$ cat config.mk
export PLATFORM = sky130hd
export DESIGN_NAME = hostlink_mgr
export DESIGN_NICKNAME = d
export VERILOG_FILES = /design/src/rtl/hostlink_mgr.sv
export SDC_FILE = /design/constraint.sdc
export NUM_CORES = 1
export LEC_CHECK = 0
export ABC_AREA = 1
export CAP_MARGIN = 0
export CORE_MARGIN = 5
export CORE_UTILIZATION = 55
export DETAILED_ROUTE_END_ITERATION = 8
export PLACE_DENSITY = 0.8
export SETUP_SLACK_MARGIN = 0.02
export SYNTH_ARGS = -nofsm -noshare
export SYNTH_HDL_FRONTEND = slang
export SYNTH_SLANG_ARGS = --single-unit
$ cat constraint.sdc
create_clock -name clk -period 2.2 [get_ports clk]
set_input_delay 0.33 -clock clk [delete_from_list [all_inputs] [get_ports clk]]
set_output_delay 0.33 -clock clk [all_outputs]
set_load 0.1 [all_outputs]
$ cat src/rtl/hostlink_mgr.sv
// hostlink_mgr: UART-side host bridge for the rv32i core.
// Parses a byte command stream from the UART receiver and performs memory
// block reads/writes, register-file reads/writes, a status ping and a CPU
// cede request. Response bytes go out through the UART transmitter.
//
// Commands: the low 3 bits of the header byte select the op; all multi-byte
// fields are little-endian.
//   0 MRD  addr, len -> len words, LSB first
//   1 MWR  addr, len, len*NB data bytes
//   2 RRD  index     -> 4 bytes, LSB first
//   3 CEDE           -> cede pulse
//   4 RWR  index, 4 data bytes
//   5 PING           -> 0xA5
//
// Optional build macro HOSTLINK_CKSUM_EN: reads append an XOR checksum byte;
// writes expect a trailing XOR byte and answer 0x00 (match) / 0xFF (mismatch).
//
// Ports:
//   clk, rst            clock, synchronous active-low reset
//   rx_valid, rx_data   received byte strobe and data
//   tx_ready, tx_valid, tx_data   transmit handshake and byte
//   mem_ad, mem_rd, mem_we, mem_wd   memory debug port (word addressed)
//   rf_ra, rf_rd        register read index / data (data valid next cycle)
//   rf_we, rf_wa, rf_wd register write strobe / index / data
//   cede                one-cycle pulse handing execution back to the core
//   busy                high whenever a command is in progress
module hostlink_mgr #(
  parameter int AW     = 19,
  parameter int DW     = 8,
  parameter int LW     = 16,
  parameter int RD_LAT = 2
) (
  input  logic          clk,
  input  logic          rst,
  input  logic          rx_valid,
  input  logic [7:0]    rx_data,
  input  logic          tx_ready,
  output logic          tx_valid,
  output logic [7:0]    tx_data,
  output logic [AW-1:0] mem_ad,
  input  logic [DW-1:0] mem_rd,
  output logic          mem_we,
  output logic [DW-1:0] mem_wd,
  output logic [4:0]    rf_ra,
  input  logic [31:0]   rf_rd,
  output logic          rf_we,
  output logic [4:0]    rf_wa,
  output logic [31:0]   rf_wd,
  output logic          cede,
  output logic          busy
);

  localparam int NB  = DW / 8;
  localparam int AB  = (AW + 7) / 8;
  localparam int LB  = LW / 8;
  localparam int FB  = (AB + LB > 5) ? AB + LB : 5;
  localparam int SW  = (DW > 32) ? DW : 32;
  localparam int SB  = SW / 8;
  localparam int FCW = $clog2(FB + 1);
  localparam int BCW = $clog2(SB + 1);
  localparam int LCW = 3;

  localparam logic [2:0] OP_MRD  = 3'd0;
  localparam logic [2:0] OP_MWR  = 3'd1;
  localparam logic [2:0] OP_RRD  = 3'd2;
  localparam logic [2:0] OP_CEDE = 3'd3;
  localparam logic [2:0] OP_RWR  = 3'd4;
  localparam logic [2:0] OP_PING = 3'd5;

  typedef enum logic [3:0] {
    IDLE, FIELDS, MRD_ISSUE, MRD_WAIT, MRD_SEND, MWR_COLLECT, MWR_STROBE,
    RRD_WAIT, RRD_SEND, RWR_STROBE, SEND1
`ifdef HOSTLINK_CKSUM_EN
    , CKSUM
`endif
  } state_t;

  state_t          state;
  logic [2:0]      op;
  logic [FCW-1:0]  nf;
  logic [FCW-1:0]  fcnt;
  logic [FB*8-1:0] fld;
  logic [LW-1:0]   rem;
  logic [SW-1:0]   shbuf;
  logic [BCW-1:0]  bcnt;
  logic [BCW-1:0]  blast;
  logic [LCW-1:0]  lcnt;
  logic [DW-1:0]   wbuf;

  logic [FB*8-1:0] fld_nx;
  logic [LW-1:0]   fld_len;
  logic [DW-1:0]   wbuf_nx;
  logic [SW-1:0]   shbuf_sh;
  logic            lat_ok;

`ifdef HOSTLINK_CKSUM_EN
  logic [7:0] cksum;
  logic       ck_rx;
  logic [7:0] ck_resp;

  function automatic logic [7:0] xor_bytes(input logic [SW-1:0] w);
    logic [7:0] x;
    x = 8'h00;
    for (int i = 0; i < SB; i++) x = x ^ w[i*8 +: 8];
    return x;
  endfunction

  assign ck_resp = (rx_data == cksum) ? 8'h00 : 8'hFF;
`endif

  // Field and write-word buffers with the incoming byte already merged, so
  // the last byte of a field or word can be acted on in the same cycle.
  always_comb begin
    fld_nx  = fld;
    wbuf_nx = wbuf;
    for (int i = 0; i < FB; i++)
      if (fcnt == FCW'(i)) fld_nx[i*8 +: 8] = rx_data;
    for (int i = 0; i < NB; i++)
      if (bcnt == BCW'(i)) wbuf_nx[i*8 +: 8] = rx_data;
  end

  assign fld_len  = fld_nx[AB*8 +: LW];
  assign shbuf_sh = shbuf >> 8;
  // lcnt counts edges since mem_ad last changed; data is usable on the
  // RD_LAT-th edge after the change.
  assign lat_ok   = (lcnt >= LCW'(RD_LAT - 1));
  assign busy     = (state != IDLE);

  always_ff @(posedge clk) begin
    if (!rst) begin
      state    <= IDLE;
      op       <= '0;
      nf       <= '0;
      fcnt     <= '0;
      fld      <= '0;
      rem      <= '0;
      shbuf    <= '0;
      bcnt     <= '0;
      blast    <= '0;
      lcnt     <= '0;
      wbuf     <= '0;
      tx_valid <= 1'b0;
      tx_data  <= '0;
      mem_ad   <= '0;
      mem_we   <= 1'b0;
      mem_wd   <= '0;
      rf_ra    <= '0;
      rf_we    <= 1'b0;
      rf_wa    <= '0;
      rf_wd    <= '0;
      cede     <= 1'b0;
`ifdef HOSTLINK_CKSUM_EN
      cksum    <= '0;
      ck_rx    <= 1'b0;
`endif
    end else begin
      cede <= 1'b0;
      if (lcnt != LCW'(RD_LAT)) lcnt <= lcnt + 1'b1;
      case (state)
        IDLE: if (rx_valid) begin
          op   <= rx_data[2:0];
          fcnt <= '0;
          fld  <= '0;
`ifdef HOSTLINK_CKSUM_EN
          cksum <= '0;
          ck_rx <= 1'b0;
`endif
          case (rx_data[2:0])
            OP_MRD, OP_MWR: begin nf <= FCW'(AB + LB); state <= FIELDS; end
            OP_RRD:  begin nf <= FCW'(1); state <= FIELDS; end
            OP_RWR:  begin nf <= FCW'(5); state <= FIELDS; end
            OP_CEDE: cede <= 1'b1;
            OP_PING: begin tx_data <= 8'hA5; tx_valid <= 1'b1; state <= SEND1; end
            default: ;
          endcase
        end

        FIELDS: if (rx_valid) begin
          fld  <= fld_nx;
          fcnt <= fcnt + 1'b1;
`ifdef HOSTLINK_CKSUM_EN
          if (op == OP_RWR && fcnt != '0) cksum <= cksum ^ rx_data;
`endif
          if (fcnt == nf - 1'b1) begin
            case (op)
              OP_MRD: begin
                mem_ad <= fld_nx[AW-1:0];
                lcnt   <= '0;
                rem    <= fld_len;
                if (fld_len == '0) begin
`ifdef HOSTLINK_CKSUM_EN
                  tx_data  <= 8'h00;
                  tx_valid <= 1'b1;
                  state    <= CKSUM;
`else
                  state    <= IDLE;
`endif
                end else begin
                  state <= MRD_ISSUE;
                end
              end
              OP_MWR: begin
                mem_ad <= fld_nx[AW-1:0];
                rem    <= fld_len;
                bcnt   <= '0;
                wbuf   <= '0;
                if (fld_len == '0) begin
`ifdef HOSTLINK_CKSUM_EN
                  ck_rx <= 1'b1;
                  state <= CKSUM;
`else
                  state <= IDLE;
`endif
                end else begin
                  state <= MWR_COLLECT;
                end
              end
              OP_RRD: begin
                rf_ra <= rx_data[4:0];
                lcnt  <= '0;
                state <= RRD_WAIT;
              end
              default: begin
                rf_wa <= fld_nx[4:0];
                rf_wd <= fld_nx[39:8];
                rf_we <= 1'b1;
                state <= RWR_STROBE;
              end
            endcase
          end
        end

        // MRD_ISSUE holds the first word in flight, MRD_WAIT later ones; the
        // following word address is issued as soon as a word is loaded so
        // its read latency overlaps transmission.
        MRD_ISSUE, MRD_WAIT: if (lat_ok) begin
          shbuf    <= SW'(mem_rd);
          tx_data  <= mem_rd[7:0];
          tx_valid <= 1'b1;
          bcnt     <= '0;
          blast    <= BCW'(NB - 1);
          rem      <= rem - 1'b1;
`ifdef HOSTLINK_CKSUM_EN
          cksum    <= cksum ^ xor_bytes(SW'(mem_rd));
`endif
          if (rem != LW'(1)) begin
            mem_ad <= mem_ad + 1'b1;
            lcnt   <= '0;
          end
          state <= MRD_SEND;
        end

        MRD_SEND, RRD_SEND: if (tx_valid && tx_ready) begin
          if (bcnt == blast) begin
            tx_valid <= 1'b0;
            if (state == MRD_SEND && rem != '0) begin
              state <= MRD_WAIT;
            end else begin
`ifdef HOSTLINK_CKSUM_EN
              tx_data  <= cksum;
              tx_valid <= 1'b1;
              state    <= CKSUM;
`else
              state    <= IDLE;
`endif
            end
          end else begin
            bcnt    <= bcnt + 1'b1;
            shbuf   <= shbuf_sh;
            tx_data <= shbuf_sh[7:0];
          end
        end

        // A byte landing in the strobe cycle belongs to the next word.
        MWR_COLLECT, MWR_STROBE: begin
          if (state == MWR_STROBE) begin
            mem_we <= 1'b0;
            mem_ad <= mem_ad + 1'b1;
          end
          if (state == MWR_STROBE && rem == '0) begin
`ifdef HOSTLINK_CKSUM_EN
            if (rx_valid) begin
              tx_data  <= ck_resp;
              tx_valid <= 1'b1;
            end else begin
              ck_rx <= 1'b1;
            end
            state <= CKSUM;
`else
            state <= IDLE;
`endif
          end else if (rx_valid) begin
`ifdef HOSTLINK_CKSUM_EN
            cksum <= cksum ^ rx_data;
`endif
            if (bcnt == BCW'(NB - 1)) begin
              mem_wd <= wbuf_nx;
              mem_we <= 1'b1;
              rem    <= rem - 1'b1;
              bcnt   <= '0;
              wbuf   <= '0;
              state  <= MWR_STROBE;
            end else begin
              wbuf  <= wbuf_nx;
              bcnt  <= bcnt + 1'b1;
              state <= MWR_COLLECT;
            end
          end else if (state == MWR_STROBE) begin
            state <= MWR_COLLECT;
          end
        end

        // rf_ra presented one cycle, rf_rd valid the next; capture on the
        // second edge after the index was latched.
        RRD_WAIT: if (lcnt == LCW'(1)) begin
          shbuf    <= SW'(rf_rd);
          tx_data  <= rf_rd[7:0];
          tx_valid <= 1'b1;
          bcnt     <= '0;
          blast    <= BCW'(3);
`ifdef HOSTLINK_CKSUM_EN
          cksum    <= cksum ^ xor_bytes(SW'(rf_rd));
`endif
          state    <= RRD_SEND;
        end

        RWR_STROBE: begin
          rf_we <= 1'b0;
`ifdef HOSTLINK_CKSUM_EN
          if (rx_valid) begin
            tx_data  <= ck_resp;
            tx_valid <= 1'b1;
          end else begin
            ck_rx <= 1'b1;
          end
          state <= CKSUM;
`else
          state <= IDLE;
`endif
        end

        SEND1: if (tx_ready) begin
          tx_valid <= 1'b0;
          state    <= IDLE;
        end

`ifdef HOSTLINK_CKSUM_EN
        // Either waiting for the host's checksum byte or sending ours.
        CKSUM: begin
          if (ck_rx) begin
            if (rx_valid) begin
              tx_data  <= ck_resp;
              tx_valid <= 1'b1;
              ck_rx    <= 1'b0;
            end
          end else if (tx_valid && tx_ready) begin
            tx_valid <= 1'b0;
            state    <= IDLE;
          end
        end
`endif

        default: state <= IDLE;
      endcase
    end
  end

endmodule

Yosys cells after proc, flatten, opt, wreduce, memory -nomap -nowiden
Cells that the tools add are included.
Word-level totals
  register bits: 199
  output and inout port bits: 82
  memory bits (read-only): 0
  latch bits: 0
  memories kept: 0
  input port bits: 52
  logic and storage cells: 225
  memory bits (writable): 0
Operators by class
  bitwise operators: 2
  mux-type cells: 102
  reduce and logical (&&, ||, !) cells: 47
  eq/ne operators: 46
  $add $sub $neg: 6
  shifts and indexed selects: 0
  divide/modulo/power cells: 0
  order comparisons: 1
  $mul: 0
Operator list (number)
  2-to-1 mux 8 bit: 18
  2-to-1 mux 32 bit: 4
  2-to-1 mux 19 bit: 6
  2-to-1 mux 16 bit: 7
  one-hot mux 32 bit (3 select lines): 1
  2-to-1 mux 40 bit: 2
  one-hot mux 40 bit (2 select lines): 1
  2-to-1 mux 3 bit: 20
  one-hot mux 19 bit (3 select lines): 1
  one-hot mux 16 bit (3 select lines): 1
  2-to-1 mux 4 bit: 11
  inequality test 2 bit (second input constant): 17
  logical NOT 16 bit: 2
  one-hot mux 8 bit (4 select lines): 1
  one-hot mux 4 bit (7 select lines): 1
  one-hot mux 3 bit (2 select lines): 4
  AND reduction 10 bit: 2
  adder 19 x 1 -> 19 bit (second input constant): 1
  == test 4 x 3 -> 1 bit (second input constant): 4
  inequality test 16 x 1 -> 1 bit (second input constant): 1
  one-hot mux 8 bit (2 select lines): 1
  AND reduction 4 bit: 4
  AND reduction 8 bit: 2
  nonzero test 16 bit: 1
  other kinds (37): 91

Logic depth before layout (Yosys ltp)
Gate-level depths: netlist of run 1.
  depth after elaboration: 8
  gate-level depth with buffers: 14
  mapped depth without buffers: 13

Least setup slack after synthesis of run 1
No wires, ideal clock.
  path kind: flip-flop to flip-flop
  start: register mem_ad[0]
  end: register mem_ad[16]
  buffers on the path: 0
  setup slack: -0.285 ns
  setup time: 0.119 ns
  data arrival time: 2.366 ns
  stages on the path, launching flop included: 11
  cell sequence: dfxtp_1 -> ha_1 -> nand2_1 -> nor2_1 -> nand4_1 -> nor2_1 -> nand3_1 -> o21ai_0 -> nand3_1 -> nand2_1 -> nor2_1
Between the ends
  cells in the longest elaborated chain, start to end: 4
RTL lines
  start: declaration: line 40  | output logic [AW-1:0] mem_ad,
  start signal: assignment: line 187  | mem_ad <= fld_nx[AW-1:0];
  start signal: assignment: line 203  | mem_ad <= fld_nx[AW-1:0];
  start signal: assignment: line 247  | mem_ad <= mem_ad + 1'b1;
  adder 19 x 1 -> 19 bit (*): line 247, 278
  2-to-1 mux 19 bit: line 246  | if (rem != LW'(1)) begin
  2-to-1 mux 19 bit: line 236  | MRD_ISSUE, MRD_WAIT: if (lat_ok) begin
  one-hot mux 19 bit (3 select lines) (*): line 159  | case (state)
Every way passes the cells marked *; elsewhere a longest branch is shown, timed or not. The select of a mux whose other input is x is not followed.
A chain may end at the register's enable or synchronous reset.

Worst setup path after layout of run 1
  start: register rem[8]
  end: register rem[0]
Between the ends
  cells in the longest elaborated chain, start to end: 4
RTL lines
  start: declaration: line 83  | logic [LW-1:0] rem;
  start signal: assignment: line 189  | rem <= fld_len;
  start signal: assignment: line 204  | rem <= fld_len;
  start signal: assignment: line 242  | rem <= rem - 1'b1;
  logical NOT 16 bit: line 280  | if (state == MWR_STROBE && rem == '0) begin
  logical AND 1 bit: line 280
  inequality test 2 bit (no source line)
  AND reduction 8 bit (no source line)
Every way passes these cells.

==> flow_summary.toml, run 1 <==
[run_status]
result_of_the_run = "complete, no violations"

[min_path]
timing.hold.worst_path_depth = 3
holdCritPathClass = "in2reg"
min_delay_worst_endpoint = "rem[7]"
min_from = "rst"

[timing]
timing.final.ws_setup_ns = 0.143
worst_clock_skew_ns = 0.0123
achievable-frequency_mhz = 486
final_setup_violation_count = 0
worst_pin_slew_ns = 0.957
final_max_slew_viol_count = 0
finalHoldViolations = 0
finalCriticalPeriod_ns = 2.06
slew-limit-headroom_pct = 36.2
grt_setup_unrepaired = "true"
timing.final.crit_share_pct = 93.5

[power]
ir_drop_mv = 1.23
power-per-cell-area_nw_per_um2 = 1160
power_leakage_uw = 0.00497
totalPowerFinal_uw = 13700

[clock_network]
worstSkewPairLatency_ns = 0.44
cts_resized = 0
cts_buf_count = 17
clockRootBuffer = "sky130_fd_sc_hd__clkbuf_16"
numClockSinks = 188
cts.reportedPaths.clkPinSlew_ns = 0.07
clock_path_buffers = 2
cts.repair_timing.setup_buffer_count = 0
tritoncts = "done"
cts-htree-levels = 4
cts.hold.buffers_added = 0

[cells_and_area]
postLayoutCoreUtil_pct = 68.4
post_route_cell_area_sq_um = 11800
fillCellCount = 1529
num_antenna_cells = 0
fin_nets = 1612
areaGrowthSynthToFinish_pct = 22.6
post_route_cells_drive_above_1_share_pct = 16.0
multi_input_area_sq_um = 5020
final-instance-count-excl-fill = 1784
layout.area.seq_sq_um = 3770

[setup_path]
critical_path_arrival_ns = 2.41
r2r.worst_path.cells = 10
reg2reg_slack_ns = 0.14
cp.required_ns = 2.55
critical_path.max_fanout = 9
setup.worst_path.start_class = "flip-flop"
reg2reg_from = "rem[8]"
regToRegEndpoint = "rem[0]"
timing.critical_path.to_type = "flip-flop"
crit_type = "reg2reg"

[die]
dieWidth_um = 142
die_h_um = 142
initial_utilization_pct = 55.8
std_cell_rows = 48
top_level_ports = 134
area_of_the_core_sq_um = 17200
die_area_sq_um = 20200

[placed_design]
detail_placement_hpwl_um = 19300
placedCellCount = 1751
io_buffer_count = 133
gp_congestion = 0.924
post_place_instance_area_sq_um = 11200
post-place-ws_ns = 0.0399

[grt]
grt_residual_overflow = 0
grt_first_pass_wirelength_um = 42900
vias_in_the_first_global_route = 8822
gr-usage-all-layers_pct = 25.9
grt_antenna_before_repair = 0
maximum_number_of_pins_on_one_net_before_global_route_repair = 106

[synth]
synthFlopType = "sky130_fd_sc_hd__dfxtp_1"
synth_cell_types = 49
synth_enable_flop_cells = 0
ys_seq_elements = 188
yosysWarnings = 0
post_synthesis_cells = 1405
syn-mean-instance-area_sq_um = 6.85
total_nets_after_synthesis = 1471
async_flop_share_pct = 0
ys_seq_area_share_pct = 39.1
syn_area_sq_um = 9620

[routing]
wl_per_cell_um = 15.0
drt_iter0_markers = 675
final_wl_um = 26800
drt.antenna.violating_nets = 0
num_vias = 9796
detailedRoute.firstPassIterationCount = 7
detail_route.drc_violations = 0
detail_route.vias_per_cell = 5.49

[run]
cap_violations = 0
[per-stage QoR]
step                hold WS (ns)  TNS [ns]
finish                     0.430         0
global route               0.467  -0.00106
CTS                        0.433         0
detailed placement         0.443         0
global placement           0.436         0
floorplan                  0.408         0
[kinds of logic after synthesis]
| group | share of synthesized area [%] |
|---|---|
| xor gates and xnor gates | 1.82 |
| muxes | 0.104 |
| AOI/OAI and AO/OA | 19.5 |
| buffers and inverters | 8.74 |
| and+or+nand+nor | 28.8 |
| DFF | 39.1 |
| adders and majority gates | 1.82 |
[cell usage in the layout (no fill, tap or decap), types with 9 or more instances in the layout]
master,synthesis,final
sky130_fd_sc_hd__o21ai_0,151,148
sky130_fd_sc_hd__nand2_1,279,277
sky130_fd_sc_hd__nor2_1,243,243
sky130_fd_sc_hd__a22oi_1,21,21
sky130_fd_sc_hd__a211oi_1,12,12
sky130_fd_sc_hd__xor2_1,15,15
sky130_fd_sc_hd__nand3_1,60,60
sky130_fd_sc_hd__inv_2,13,13
sky130_fd_sc_hd__dfxtp_1,188,181
sky130_fd_sc_hd__buf_4,7,138
sky130_fd_sc_hd__ha_1,14,13
sky130_fd_sc_hd__clkbuf_16,0,17
sky130_fd_sc_hd__a21oi_2,10,10
sky130_fd_sc_hd__inv_1,106,106
sky130_fd_sc_hd__o21ai_1,17,20
sky130_fd_sc_hd__nor3_1,9,9
sky130_fd_sc_hd__nand4_1,20,20
sky130_fd_sc_hd__a21oi_1,101,101
sky130_fd_sc_hd__nand2_2,11,13
sky130_fd_sc_hd__clkdlybuf4s50_1,0,50
[sequential cells by signal, summed over array words and instances, names as in the netlist, 8 cells and up]
register and cells:
rem 16, shbuf 24, mem_ad 19, fld 40
mem_wd 8, tx_data 8, wbuf 8, rf_wd 32
[layout make-up]
| type | instances | area share [%] |
|---|---|---|
| Multi-Input combinational cell | 1022 | 42.6 |
| Sequential cell | 188 | 32.0 |
| Timing Repair Buffer | 194 | 13.9 |
| Inverter | 122 | 3.94 |
| Clock buffer | 20 | 3.87 |
| Tap cell | 225 | 2.39 |
| Clock inverter | 12 | 1.25 |
| Timing Repair inverter | 1 | 0.0636 |
[report_power, final]
group / leakage [uW] / switching [uW] / internal [uW]
registers: 0.00153 / 350 / 3860
logic: 0.00315 / 4400 / 1970
clock network: 0.000299 / 1450 / 1680
[synthesized netlist by cell type (9+ instances only)]
| library cell | number | area share, % |
|---|---|---|
| sky130_fd_sc_hd__a22oi_1 | 21 | 1.6 |
| sky130_fd_sc_hd__nor2_1 | 243 | 9.5 |
| sky130_fd_sc_hd__ha_1 | 14 | 1.8 |
| sky130_fd_sc_hd__inv_1 | 106 | 4.1 |
| sky130_fd_sc_hd__o21ai_0 | 151 | 7.9 |
| sky130_fd_sc_hd__inv_2 | 13 | 0.51 |
| sky130_fd_sc_hd__dfxtp_1 | 188 | 39 |
| sky130_fd_sc_hd__nand2_1 | 279 | 11 |
| sky130_fd_sc_hd__buf_2 | 22 | 1.1 |
| sky130_fd_sc_hd__a211oi_1 | 12 | 0.94 |
| sky130_fd_sc_hd__nand4_1 | 20 | 1.3 |
| sky130_fd_sc_hd__nand2_2 | 11 | 0.72 |
| sky130_fd_sc_hd__nor3_1 | 9 | 0.47 |
| sky130_fd_sc_hd__a21oi_1 | 101 | 5.3 |
| sky130_fd_sc_hd__xor2_1 | 15 | 1.4 |
| sky130_fd_sc_hd__clkbuf_1 | 36 | 1.4 |
| sky130_fd_sc_hd__nand3_1 | 60 | 3.1 |
| sky130_fd_sc_hd__o21ai_1 | 17 | 0.88 |
| sky130_fd_sc_hd__a21oi_2 | 10 | 0.91 |
[how the worst max path moves through the flow]
stage	start	end	slack (ns)
detailed placement	rx_valid	fld[15]	0.04
global placement	rx_valid	fcnt[0]	0.1
global route	fcnt[1]	state[0]	-0.001
floorplan	mem_ad[4]	mem_ad[9]	0.03
CTS	fcnt[1]	state[2]	0.07
finish	rem[8]	rem[0]	0.14
[layer usage]
metal / global-route usage, % / wire (um) / vias up / part of all wire (%)
li1: - / - / 4883 / -
met1: 34.0 / 11500 / 4551 / 43
met2: 43.0 / 13000 / 318 / 49
met3: 4.00 / 1560 / 44 / 5.8
met4: 9.85 / 718 / 0 / 2.7
met5: 0 / 0 / - / 0
[worst max-delay path: stages (launching register included)]
cell                      delay [ns]
sky130_fd_sc_hd__dfxtp_1        0.33
sky130_fd_sc_hd__nor2_1         0.23
sky130_fd_sc_hd__nand2_1        0.08
sky130_fd_sc_hd__nor2_1         0.36
sky130_fd_sc_hd__nand3_1        0.23
sky130_fd_sc_hd__nand2_1        0.18
sky130_fd_sc_hd__nor2_4         0.07
sky130_fd_sc_hd__nand2_2        0.08
sky130_fd_sc_hd__buf_4          0.16
sky130_fd_sc_hd__o21ai_0        0.08
sky130_fd_sc_hd__a21oi_1        0.19
No activity file was read; power rests on OpenSTA's default activity.
==> run 2, diff against run 1 <==
--- a/config.mk
+++ b/config.mk
@@ -9,6 +9,7 @@
 export CAP_MARGIN = 0
 export CORE_MARGIN = 5
 export CORE_UTILIZATION = 55
+export CTS_CLUSTER_DIAMETER = 120
 export DETAILED_ROUTE_END_ITERATION = 8
 export PLACE_DENSITY = 0.8
 export SETUP_SLACK_MARGIN = 0.02
==> results of run 2 <==
Final layout, timing and power as in run 1 (identical DEF).
==> run 3, diff against run 2 <==
--- a/config.mk
+++ b/config.mk
@@ -12,6 +12,7 @@
 export CTS_CLUSTER_DIAMETER = 120
 export DETAILED_ROUTE_END_ITERATION = 8
 export PLACE_DENSITY = 0.8
+export RECOVER_POWER = 50
 export SETUP_SLACK_MARGIN = 0.02
 export SYNTH_ARGS = -nofsm -noshare
 export SYNTH_HDL_FRONTEND = slang
==> flow_summary.toml, run 3 (synthesis results as in run 1) <==
[cells_and_area]
max_flop_register = "fld"
layout.area.seq_sq_um = 3770
areaGrowthSynthToFinish_pct = 20.2
largestRegisters = "fld x40, rf_wd x32, shbuf x24"
multi_input_area_sq_um = 5020
post_route_cells_drive_above_1_share_pct = 15.6
fin_nets = 1612
commonest_non_fill_non_tap_cells_in_the_layout = "278 x sky130_fd_sc_hd__nand2_1, 245 x sky130_fd_sc_hd__nor2_1, 181 x sky130_fd_sc_hd__dfxtp_1"
layout_commonest_cell = "sky130_fd_sc_hd__nand2_1"
fillCellCount = 1586
num_antenna_cells = 0
largest_register_ff_count = 40

[grt]
vias_in_the_first_global_route = 8822
grt_residual_overflow = 0
grt_first_pass_wirelength_um = 42900
maximum_number_of_pins_on_one_net_before_global_route_repair = 106
gr-usage-all-layers_pct = 25.9
grt_antenna_before_repair = 0

[routing]
drt.antenna.violating_nets = 0
wl_per_cell_um = 15.0
num_vias = 9787
detailedRoute.firstPassIterationCount = 5
drt_iter0_markers = 647
detail_route.drc_violations = 0
detail_route.vias_per_cell = 5.49
final_wl_um = 26700

[min_path]
min_from = "rst"
holdCritPathClass = "in2reg"

[setup_path]
cp.required_ns = 2.55
setup.worst_path.start_class = "flip-flop"
cp_top_family = "simple AND/OR/NAND/NOR gates"
reg2reg_slack_ns = 0.13
timing.critical_path.to_type = "flip-flop"
cell_chain_of_the_critical_path = "nor2_1 -> nand2_1 -> nor2_1 -> nand3_1 -> nand2_1 -> nor2_4 -> nand2_2 -> buf_4 -> o21ai_0 -> a21oi_1"
worst_path_max_delay_cell = "sky130_fd_sc_hd__nor2_1"
critPathBufInv = 1
largest_stage_delay_on_the_critical_path_ns = 0.36
critical_path_arrival_ns = 2.43
critical_path.max_fanout = 9
reg2reg_from = "rem[8]"
crit_type = "reg2reg"
timing.critical_path.from = "rem[8]"

[clock_network]
cts.hold.buffers_added = 0
cts-htree-levels = 4
clockRootBuffer = "sky130_fd_sc_hd__clkbuf_16"
numClockSinks = 188
cts.reportedPaths.clkPinSlew_ns = 0.07
worstSkewPairLatency_ns = 0.44
cts.repair_timing.setup_buffer_count = 0
tritoncts = "done"
cts_buf_count = 17
cts_resized = 0
clock_path_buffers = 2

[timing]
slew-limit-headroom_pct = 35.3
timing.hold.ws_ns = 0.431
achievable-frequency_mhz = 482
grt_setup_unrepaired = "true"
worst_clock_skew_ns = 0.0117
final_max_slew_viol_count = 0
worst_pin_slew_ns = 0.970
finalCriticalPeriod_ns = 2.07
final_setup_violation_count = 0
finalHoldViolations = 0
timing.final.crit_share_pct = 94.2

[power]
power-per-cell-area_nw_per_um2 = 1170
power_leakage_uw = 0.00490
totalPowerFinal_uw = 13600
ir_drop_mv = 1.12

[die]
dieWidth_um = 142
die_area_sq_um = 20200
std_cell_rows = 48
die_h_um = 142
initial_utilization_pct = 55.8
top_level_ports = 134
area_of_the_core_sq_um = 17200

[placed_design]
detail_placement_hpwl_um = 19300
gp_congestion = 0.924
io_buffer_count = 133

[run_status]
result_of_the_run = "complete, no violations"

[run]
cap_violations = 0
==> run 3: changes by cell type in the layout (fill, tap and decap cells not counted), sizes merged <==
cell           previous run  this run
buf                     144        60
clkbuf                   20       104
clkdlybuf4s50            50        49
dlygate4sd3               0         1
==> run 3: per-stage QoR <==
| stage | utilization (%) | std cells | setup slack (ns) | TNS (ns) | instance area [sq um] |
|---|---|---|---|---|---|
| floorplan | - | 1405 | 0.0284 | 0 | 9630 |
| global route | 67.1 | 1784 | -0.00101 | -0.00101 | 11600 |
| finish | 67.1 | 1784 | 0.127 | 0 | 11600 |
| CTS | 68.3 | 1783 | 0.0707 | 0 | 11800 |
| detailed placement | 64.8 | 1751 | 0.0399 | 0 | 11200 |
| global placement | 64.8 | 1751 | 0.0992 | 0 | 11200 |
==> run 3: final cells by class <==
type / count / share of cell area (%)
multi-input combinational: 1022 / 43.4
timing repair buffer: 194 / 12.2
clock inverter: 12 / 1.28
inverter: 122 / 4.01
clock buffer: 20 / 3.95
tap: 225 / 2.43
sequential: 188 / 32.6
timing repair inverter: 1 / 0.0649
==> run 3: where the power goes <==
part           internal [uW]  switching, uW  leakage, uW
sequential              3860            347      0.00153
clock                   1680           1460     0.000299
combinational           1840           4370      0.00307
total                   7390           6180      0.00490
==> run 3: worst paths after layout <==
| path | endpoint | depth (start not counted) |
|---|---|---|
| worst max-delay path | rem[0] | 10 |
| worst min-delay path | tx_data[6] | 3 |
| worst max register to register | rem[0] | 10 |
| worst min register to register | mem_wd[0] | 2 |
==> run 3: routing by layer <==
| metal | GRT usage (%) | vias to the layer above | part of all wire (%) |
|---|---|---|---|
| li1 | - | 4886 | - |
| met1 | 34.0 | 4519 | 43 |
| met2 | 43.0 | 334 | 48 |
| met3 | 4.00 | 48 | 6.1 |
| met4 | 9.85 | 0 | 2.8 |
| met5 | 0 | - | 0 |
==> run 3: tightest hold or removal path: stages <==
cell,delay (ns)
sky130_fd_sc_hd__buf_2,0.09
sky130_fd_sc_hd__inv_2,0.23
sky130_fd_sc_hd__nor2_1,0.17
